## config.mk

```make
export PLATFORM = sky130hd
export DESIGN_NAME = mem_block_summer_flat
export DESIGN_NICKNAME = d
export VERILOG_FILES = /design/src/rtl/mem_block_summer_if.sv /design/src/rtl/mem_block_summer.sv /design/src/flat_wrapper.sv
export SDC_FILE = /design/constraint.sdc
export NUM_CORES = 1
export LEC_CHECK = 0
export BUFFER_PORTS_ARGS = -buffer_cell sky130_fd_sc_hd__buf_2
export CORE_MARGIN = 5
export CORE_UTILIZATION = 50
export DETAILED_ROUTE_END_ITERATION = 6
export MAX_ROUTING_LAYER = met4
export PLACE_DENSITY = 0.73
export SETUP_SLACK_MARGIN = 0.3
export SLEW_MARGIN = 20
export SYNTH_ARGS = -nofsm -noshare
export SYNTH_HDL_FRONTEND = slang
export SYNTH_SLANG_ARGS = --single-unit
export TNS_END_PERCENT = 20
```

## constraint.sdc

```tcl
create_clock -name clk -period 3.1 [get_ports clk]
set_input_delay 0.155 -clock clk [delete_from_list [all_inputs] [get_ports clk]]
set_output_delay 0.155 -clock clk [all_outputs]
set_load 0.01 [all_outputs]
```

## src/rtl/mem_block_summer_if.sv

```systemverilog
// Command, status and data-memory bus bundle for mem_block_summer.
// The master modport is the summer's view; slave is the control/memory side.
interface mem_block_summer_if;
   localparam int unsigned ADDR_W = 13;
   localparam int unsigned DATA_W = 8;
   localparam int unsigned SUM_W  = 16;

   // command from control logic
   logic              start;
   logic [ADDR_W-1:0] base_addr;
   logic [ADDR_W-1:0] count;
   logic [ADDR_W-1:0] dst_addr;

   // data memory bus
   logic [ADDR_W-1:0] mem_addr;
   logic [DATA_W-1:0] mem_wdata;
   logic              mem_ld;
   logic [DATA_W-1:0] mem_rdata;

   // status
   logic              busy;
   logic              done;
   logic [SUM_W-1:0]  sum;

   modport master (
      input  start, base_addr, count, dst_addr, mem_rdata,
      output mem_addr, mem_wdata, mem_ld, busy, done, sum
   );

   modport slave (
      output start, base_addr, count, dst_addr, mem_rdata,
      input  mem_addr, mem_wdata, mem_ld, busy, done, sum
   );
endinterface

```

## src/rtl/mem_block_summer.sv

```systemverilog
// Reads a run of bytes from the data memory, sums them modulo 2^16 and
// writes the sum back little-endian at dst/dst+1. All outputs registered.
module mem_block_summer (
   input  logic                clk,
   input  logic                rst_n,
   mem_block_summer_if.master  bus
);
   localparam int unsigned ADDR_W = 13;
   localparam int unsigned DATA_W = 8;
   localparam int unsigned SUM_W  = 16;

   typedef enum logic [2:0] {
      S_IDLE,
      S_RD_SET,
      S_RD_CAP,
      S_WR_LO,
      S_WR_HI,
      S_DONE
   } state_t;

   state_t            state_q, state_d;
   logic [ADDR_W-1:0] ptr_q, ptr_d;
   logic [ADDR_W-1:0] rem_q, rem_d;
   logic [ADDR_W-1:0] dst_q, dst_d;
   logic [SUM_W-1:0]  acc_q, acc_d;

   logic [ADDR_W-1:0] mem_addr_q, mem_addr_d;
   logic [DATA_W-1:0] mem_wdata_q, mem_wdata_d;
   logic              mem_ld_q, mem_ld_d;
   logic              busy_q, busy_d;
   logic              done_q, done_d;
   logic [SUM_W-1:0]  sum_q, sum_d;

   // State and registered outputs
   always_ff @(posedge clk or negedge rst_n) begin
      if (!rst_n) begin
         state_q     <= S_IDLE;
         ptr_q       <= '0;
         rem_q       <= '0;
         dst_q       <= '0;
         acc_q       <= '0;
         mem_addr_q  <= '0;
         mem_wdata_q <= '0;
         mem_ld_q    <= 1'b0;
         busy_q      <= 1'b0;
         done_q      <= 1'b0;
         sum_q       <= '0;
      end else begin
         state_q     <= state_d;
         ptr_q       <= ptr_d;
         rem_q       <= rem_d;
         dst_q       <= dst_d;
         acc_q       <= acc_d;
         mem_addr_q  <= mem_addr_d;
         mem_wdata_q <= mem_wdata_d;
         mem_ld_q    <= mem_ld_d;
         busy_q      <= busy_d;
         done_q      <= done_d;
         sum_q       <= sum_d;
      end
   end

   // Next state and datapath; outputs are decoded from the next state so
   // the registered bus lines up with the state they belong to.
   always_comb begin
      state_d     = state_q;
      ptr_d       = ptr_q;
      rem_d       = rem_q;
      dst_d       = dst_q;
      acc_d       = acc_q;
      mem_addr_d  = mem_addr_q;
      mem_wdata_d = mem_wdata_q;
      mem_ld_d    = 1'b0;
      busy_d      = 1'b0;
      done_d      = 1'b0;
      sum_d       = sum_q;

      case (state_q)
         S_IDLE: begin
            if (bus.start) begin
               ptr_d   = bus.base_addr;
               rem_d   = bus.count;
               dst_d   = bus.dst_addr;
               acc_d   = '0;
               state_d = (bus.count == '0) ? S_WR_LO : S_RD_SET;
            end
         end
         S_RD_SET: state_d = S_RD_CAP;
         S_RD_CAP: begin
            acc_d   = acc_q + SUM_W'(bus.mem_rdata);
            ptr_d   = ptr_q + ADDR_W'(1);
            rem_d   = rem_q - ADDR_W'(1);
            state_d = (rem_q > ADDR_W'(1)) ? S_RD_SET : S_WR_LO;
         end
         S_WR_LO: state_d = S_WR_HI;
         S_WR_HI: state_d = S_DONE;
         S_DONE:  state_d = S_IDLE;
         default: state_d = S_IDLE;
      endcase

      case (state_d)
         S_RD_SET: begin
            mem_addr_d = ptr_d;
            busy_d     = 1'b1;
         end
         S_RD_CAP: busy_d = 1'b1;
         S_WR_LO: begin
            mem_addr_d  = dst_d;
            mem_wdata_d = acc_d[DATA_W-1:0];
            mem_ld_d    = 1'b1;
            busy_d      = 1'b1;
         end
         S_WR_HI: begin
            mem_addr_d  = dst_q + ADDR_W'(1);
            mem_wdata_d = acc_q[SUM_W-1:DATA_W];
            mem_ld_d    = 1'b1;
            busy_d      = 1'b1;
         end
         S_DONE: begin
            done_d = 1'b1;
            sum_d  = acc_q;
         end
         default: ;
      endcase
   end

   assign bus.mem_addr  = mem_addr_q;
   assign bus.mem_wdata = mem_wdata_q;
   assign bus.mem_ld    = mem_ld_q;
   assign bus.busy      = busy_q;
   assign bus.done      = done_q;
   assign bus.sum       = sum_q;

endmodule
```

## src/flat_wrapper.sv

```systemverilog
// flat-port wrapper written by rule: the top's interface ports become plain ports
module mem_block_summer_flat 
  (clk, rst_n, bus_start, bus_base_addr, bus_count, bus_dst_addr, bus_mem_rdata, bus_mem_addr, bus_mem_wdata, bus_mem_ld, bus_busy, bus_done, bus_sum);
  mem_block_summer_if bus_i ();
  input  logic clk;
  input  logic rst_n;
  input wire logic [$bits(bus_i.start)-1:0] bus_start;
  input wire logic [$bits(bus_i.base_addr)-1:0] bus_base_addr;
  input wire logic [$bits(bus_i.count)-1:0] bus_count;
  input wire logic [$bits(bus_i.dst_addr)-1:0] bus_dst_addr;
  input wire logic [$bits(bus_i.mem_rdata)-1:0] bus_mem_rdata;
  output wire logic [$bits(bus_i.mem_addr)-1:0] bus_mem_addr;
  output wire logic [$bits(bus_i.mem_wdata)-1:0] bus_mem_wdata;
  output wire logic [$bits(bus_i.mem_ld)-1:0] bus_mem_ld;
  output wire logic [$bits(bus_i.busy)-1:0] bus_busy;
  output wire logic [$bits(bus_i.done)-1:0] bus_done;
  output wire logic [$bits(bus_i.sum)-1:0] bus_sum;
  assign bus_i.start = bus_start;
  assign bus_i.base_addr = bus_base_addr;
  assign bus_i.count = bus_count;
  assign bus_i.dst_addr = bus_dst_addr;
  assign bus_i.mem_rdata = bus_mem_rdata;
  assign bus_mem_addr = bus_i.mem_addr;
  assign bus_mem_wdata = bus_i.mem_wdata;
  assign bus_mem_ld = bus_i.mem_ld;
  assign bus_busy = bus_i.busy;
  assign bus_done = bus_i.done;
  assign bus_sum = bus_i.sum;
  mem_block_summer u_core (.clk(clk), .rst_n(rst_n), .bus(bus_i));
endmodule
```

* After elaboration in Yosys (flattened, before gate mapping)
Cells that the tools add are included.
Cells by class: add/subtract/negate cells 4, order comparisons 1, equal/unequal tests 10, muxes and demuxes 17, reduce and logical (&&, ||, !) cells 8
Operators by type and width (count):
- 13-bit two-way mux | 4
- 13-bit case mux with 2 select lines | 2
- 13-bit case mux with 3 select lines | 1
- 16-bit case mux with 2 select lines | 1
- 13-bit by 1-bit adder with 13-bit output (second input constant) | 2
- 16-bit by 8-bit adder with 16-bit output | 1
- 16-bit two-way mux | 1
- 8-bit case mux with 2 select lines | 1
- 3-bit case mux with 5 select lines | 1
- 13-bit by 1-bit greater-than comparator with 1-bit output (second input constant) | 1
- 13-bit zero test | 1
- 13-bit by 1-bit subtractor with 13-bit output (second input constant) | 1
- 3-bit by 2-bit equality test with 1-bit output (second input constant) | 4
- 3-bit equality test (second input constant) | 3
- 3-bit by 1-bit equality test with 1-bit output (second input constant) | 2
- 2-bit two-way mux | 2
- 2-bit nonzero test | 2
- 4-bit OR reduction | 1
- 3-bit zero test | 1
- 1-bit two-way mux | 3
- 3-bit two-way mux | 1
- 3-bit nonzero test | 1
- 2-bit != test (second input constant) | 1
- 2-bit AND reduction | 1
- 2-bit OR reduction | 1
Storage, ports and cells: register bits after elaboration 98, bits of input ports 50, output and inout port bits 40, word-level logic and storage cells 52

* Depth between registers and ports, before layout
word-level depth 7, gate-level depth with buffers 9

* Worst setup path after synthesis
OpenSTA, ideal clock, no wires.
kind reg2reg, from reg u_core.acc_q[0], to reg u_core.acc_q[10], data arrival time 2171 ps, slack 850 ps, cell stages (with the launch flop) 9, buffers on the path 0, clock period less this slack 2250 ps, cell sequence dfrtp_1 -> ha_1 -> fa_1 -> a21oi_1 -> o21ai_0 -> a2111oi_0 -> nor3_1 -> nand4_1 -> mux2i_1
Between the ends: word-level cells in the longest chain between the ends 2
RTL lines:
- start: declaration | RTL line mem_block_summer.sv:25 | logic [SUM_W-1:0] acc_q, acc_d;
- start signal: assignment | RTL line mem_block_summer.sv:41 | acc_q <= '0;
- start signal: assignment | RTL line mem_block_summer.sv:53 | acc_q <= acc_d;
- 16-bit by 8-bit adder with 16-bit output | RTL line mem_block_summer.sv:90 | acc_d = acc_q + SUM_W'(bus.mem_rdata);
- 16-bit case mux with 2 select lines | RTL line mem_block_summer.sv:78 | case (state_q)
Every way passes these cells. A chain may end at the register's enable or synchronous reset.

* Worst setup path after layout
Ends and elaborated chain as after synthesis.

==> flow_metrics.env <==
export IMPL_finClkSkew_ns=0.0101
export IMPL_drc=0
export IMPL_critPathCaptureType="flip-flop"
export IMPL_crit_chain="ha_1 -> fa_1 -> a21oi_1 -> o21ai_0 -> a2111oi_1 -> nor3_1 -> nand4_1 -> mux2i_1"
export IMPL_clockBufferDepth=2
export IMPL_wl_per_cell_um=17.6
export IMPL_synthCells=595
export IMPL_synth_top_area_frac=0.454
export IMPL_rows=38
export IMPL_final_nets=742
export IMPL_antenna_found_initial=0
export IMPL_synth_common_cells="dfrtp_1, nand2_1, nor2_1"
export IMPL_core_area_um2=10700
export IMPL_hold_start="bus_dst_addr[10]"
export IMPL_synth_area_top_cells="dfrtp_1, nand2_1, nor2_1"
export IMPL_ys_types=64
export IMPL_overflow=0
export IMPL_p_per_area_nw_per_um2=1040
export IMPL_ys_warn_count=0
export IMPL_r2r_start="u_core.acc_q[0]"
export IMPL_die_area_um2=13000
export IMPL_cts_buffers=9
export IMPL_clkLatencyLatePin_ns=0.37
export IMPL_drtIter0Drc=323
export IMPL_grt_pass1_wl_um=24500
export IMPL_worstMarginPinSlew_ns=0.833
export IMPL_power_leakage_nw=2.92
export IMPL_startpoint="u_core.acc_q[0]"
export IMPL_rsz0062_at_grt="no"
export IMPL_async_reset_ff_frac=1.00
export IMPL_drive_gt1_frac=0.221
export IMPL_syn_area_per_cell_um2=9.09
export IMPL_period_needed_ns=2.62
export IMPL_grt_max_degree=60
export IMPL_period_share=0.844
export IMPL_yosysTopAreaCell="dfrtp_1"
export IMPL_place_gp_congestion=0.932
export IMPL_status="complete, no violations"
export IMPL_boundaryPins=90
export IMPL_crit_path_start_kind="flip-flop"
export IMPL_hold_class="input pin to flip-flop"
export IMPL_diodes=0
export IMPL_wl_um=14500
export IMPL_drtPass1Iterations=5
export IMPL_fillCellCount=978
export IMPL_cp_arrival_ns=2.91
export IMPL_cpMaxStageDelayCell="a2111oi_1"
export IMPL_cp_slowest_stage_delay_ns=0.58
export IMPL_r2r_setup_slack_ns=0.48
export IMPL_vias=4844
export IMPL_antenna_left=0
export IMPL_area_delta_synth_final_pct=15.2
export IMPL_cts_tree="yes"
export IMPL_cts_setup_buffers=0
export IMPL_fmax_ghz=0.382
export IMPL_total_power_mw=6.45
export IMPL_synth_seq_cells=98
export IMPL_cts_root_buf="clkbuf_8"
export IMPL_timing_max_cap_violations=0
export IMPL_path_class="flip-flop to flip-flop"
export IMPL_numPortBuffers=89
export IMPL_grt_pass1_vias=4846
export IMPL_clk_pin_slew_ns=0.09
export IMPL_clock_sinks=98
export IMPL_setup_viol=0
export IMPL_synth_most_common_cell="dfrtp_1"
export IMPL_hold_viol_final=0
export IMPL_synthesis_nets=658
export IMPL_start_util=0.505
export IMPL_die_x_um=114
export IMPL_via_per_inst=5.88
export IMPL_yosys_most_used_dff="dfrtp_1"
export IMPL_drv_slew=0
export IMPL_syn_area_um2=5410
export IMPL_slew_headroom=0.441
export IMPL_yosysSeqAreaShare=0.454
export IMPL_peakVddDrop_mv=0.487
export IMPL_dp_hpwl_um=10600
export IMPL_die_height_um=114
export IMPL_required_ns=3.39
export IMPL_fin_setup_tns_ns=0
export IMPL_grt_usage=0.243
export IMPL_synth_edf_count=0
export IMPL_cts_htree_levels=3
export IMPL_cp_max_fo=3
==> registers in the layout (all words and copies together), names as in the netlist <==
signal,count
u_core.bus.mem_addr,13
u_core.bus.mem_ld,1
u_core.bus.sum,16
u_core.rem_q,13
u_core.dst_q,13
u_core.bus.busy,1
u_core.state_q,3
u_core.acc_q,16
u_core.bus.mem_wdata,8
u_core.ptr_q,13
u_core.bus.done,1
==> layout make-up <==
cell class              count  area (um^2)  share of cell area
flip-flops and latches     98         2450               0.394
multi-input cells         454         2770               0.444
well taps                 140          175              0.0281
clock inverters             2         35.0             0.00563
inverters                   9         33.8             0.00542
repair buffers            107          601              0.0964
clock buffers              14          163              0.0261
==> stage by stage <==
step | cell area [um^2] | hold slack [ns] | util | instances | setup slack (ns)
after detailed placement | 6010 | 0.285 | 0.562 | 806 | 0.416
after floorplan | 5410 | -0.141 | - | 595 | 0.850
final | 6230 | 0.00801 | 0.582 | 824 | 0.484
after CTS | 6230 | 0.00233 | 0.582 | 824 | 0.391
after global routing | 6230 | 0.0151 | 0.582 | 824 | 0.300
after global placement | 6010 | 0.272 | 0.562 | 806 | 0.657
==> per-layer routing <==
| layer | wire (um) | global-route usage | part of all wire |
|---|---|---|---|
| met1 | 6480 | 0.334 | 0.45 |
| met2 | 7010 | 0.385 | 0.48 |
| met3 | 882 | 0.0313 | 0.061 |
| met4 | 131 | 0.0641 | 0.0090 |
| met5 | 0 | - | 0 |
==> report_power, final <==
part,leakage [nW],total [mW],internal (mW),switching [mW]
sequential,1.24,2.35,1.81,0.546
clock,0.101,0.847,0.418,0.430
combinational,1.58,3.25,1.27,1.99
==> path summary, 6_finish.rpt <==
path | endpoint | depth (start not counted)
worst max-delay path | u_core.acc_q[10] | 8
worst min-delay path | u_core.dst_q[10] | 3
worst max register to register | u_core.acc_q[10] | 8
worst min register to register | u_core.bus.mem_wdata[4] | 2
max in group asynchronous | u_core.acc_q[6] | 3
min in group asynchronous | u_core.dst_q[2] | 2
==> critical path: cells and delay by family (launching register included) <==
family / cells / cell delay (ns)
multiplexers: 1 / 0.20
flip-flops: 1 / 0.41
AND/OR/NAND/NOR: 2 / 0.33
AO/OA/AOI/OAI: 3 / 0.96
adder cells (fa/ha/maj): 2 / 0.65
==> cells by family (layout without fill, tap and decap cells) <==
| family | after synthesis | count (layout) | share of synthesized area |
|---|---|---|---|
| xor gates and xnor gates | 17 | 17 | 0.0275 |
| buffers and inverters | 43 | 132 | 0.0356 |
| muxes | 29 | 29 | 0.0574 |
| adders and majority gates | 13 | 13 | 0.0315 |
| AOI/OAI and AO/OA | 153 | 153 | 0.185 |
| DFF | 98 | 98 | 0.454 |
| and+or+nand+nor | 242 | 242 | 0.209 |
==> layout by cell type (no fill, tap or decap), types with 3 or more instances in the layout <==
cell type	count
nand3_1	19
xnor2_1	9
a221o_1	7
a22oi_1	5
a21oi_1	41
a221oi_2	3
o21ai_0	32
nor2_1	56
o31ai_1	7
dfrtp_1	98
a21o_1	3
ha_1	12
and2_1	8
nor3_1	18
clkbuf_1	3
buf_4	16
o21a_1	5
clkbuf_8	11
xor2_1	8
mux2_2	16
nor4_1	9
o21ai_1	5
a31oi_1	8
and3_1	4
or3_1	4
nand2_1	96
buf_2	88
mux2i_1	13
nand4_1	10
inv_1	9
o22ai_1	14
==> what timing repair did <==
action / CTS / global route
endpoints found under the setup margin: 0 / 3
resized for setup: 0 / 1
hold buffers: 2 / 0
endpoints found under the hold margin: 59 / 0
(Power assumes the default switching activity.)
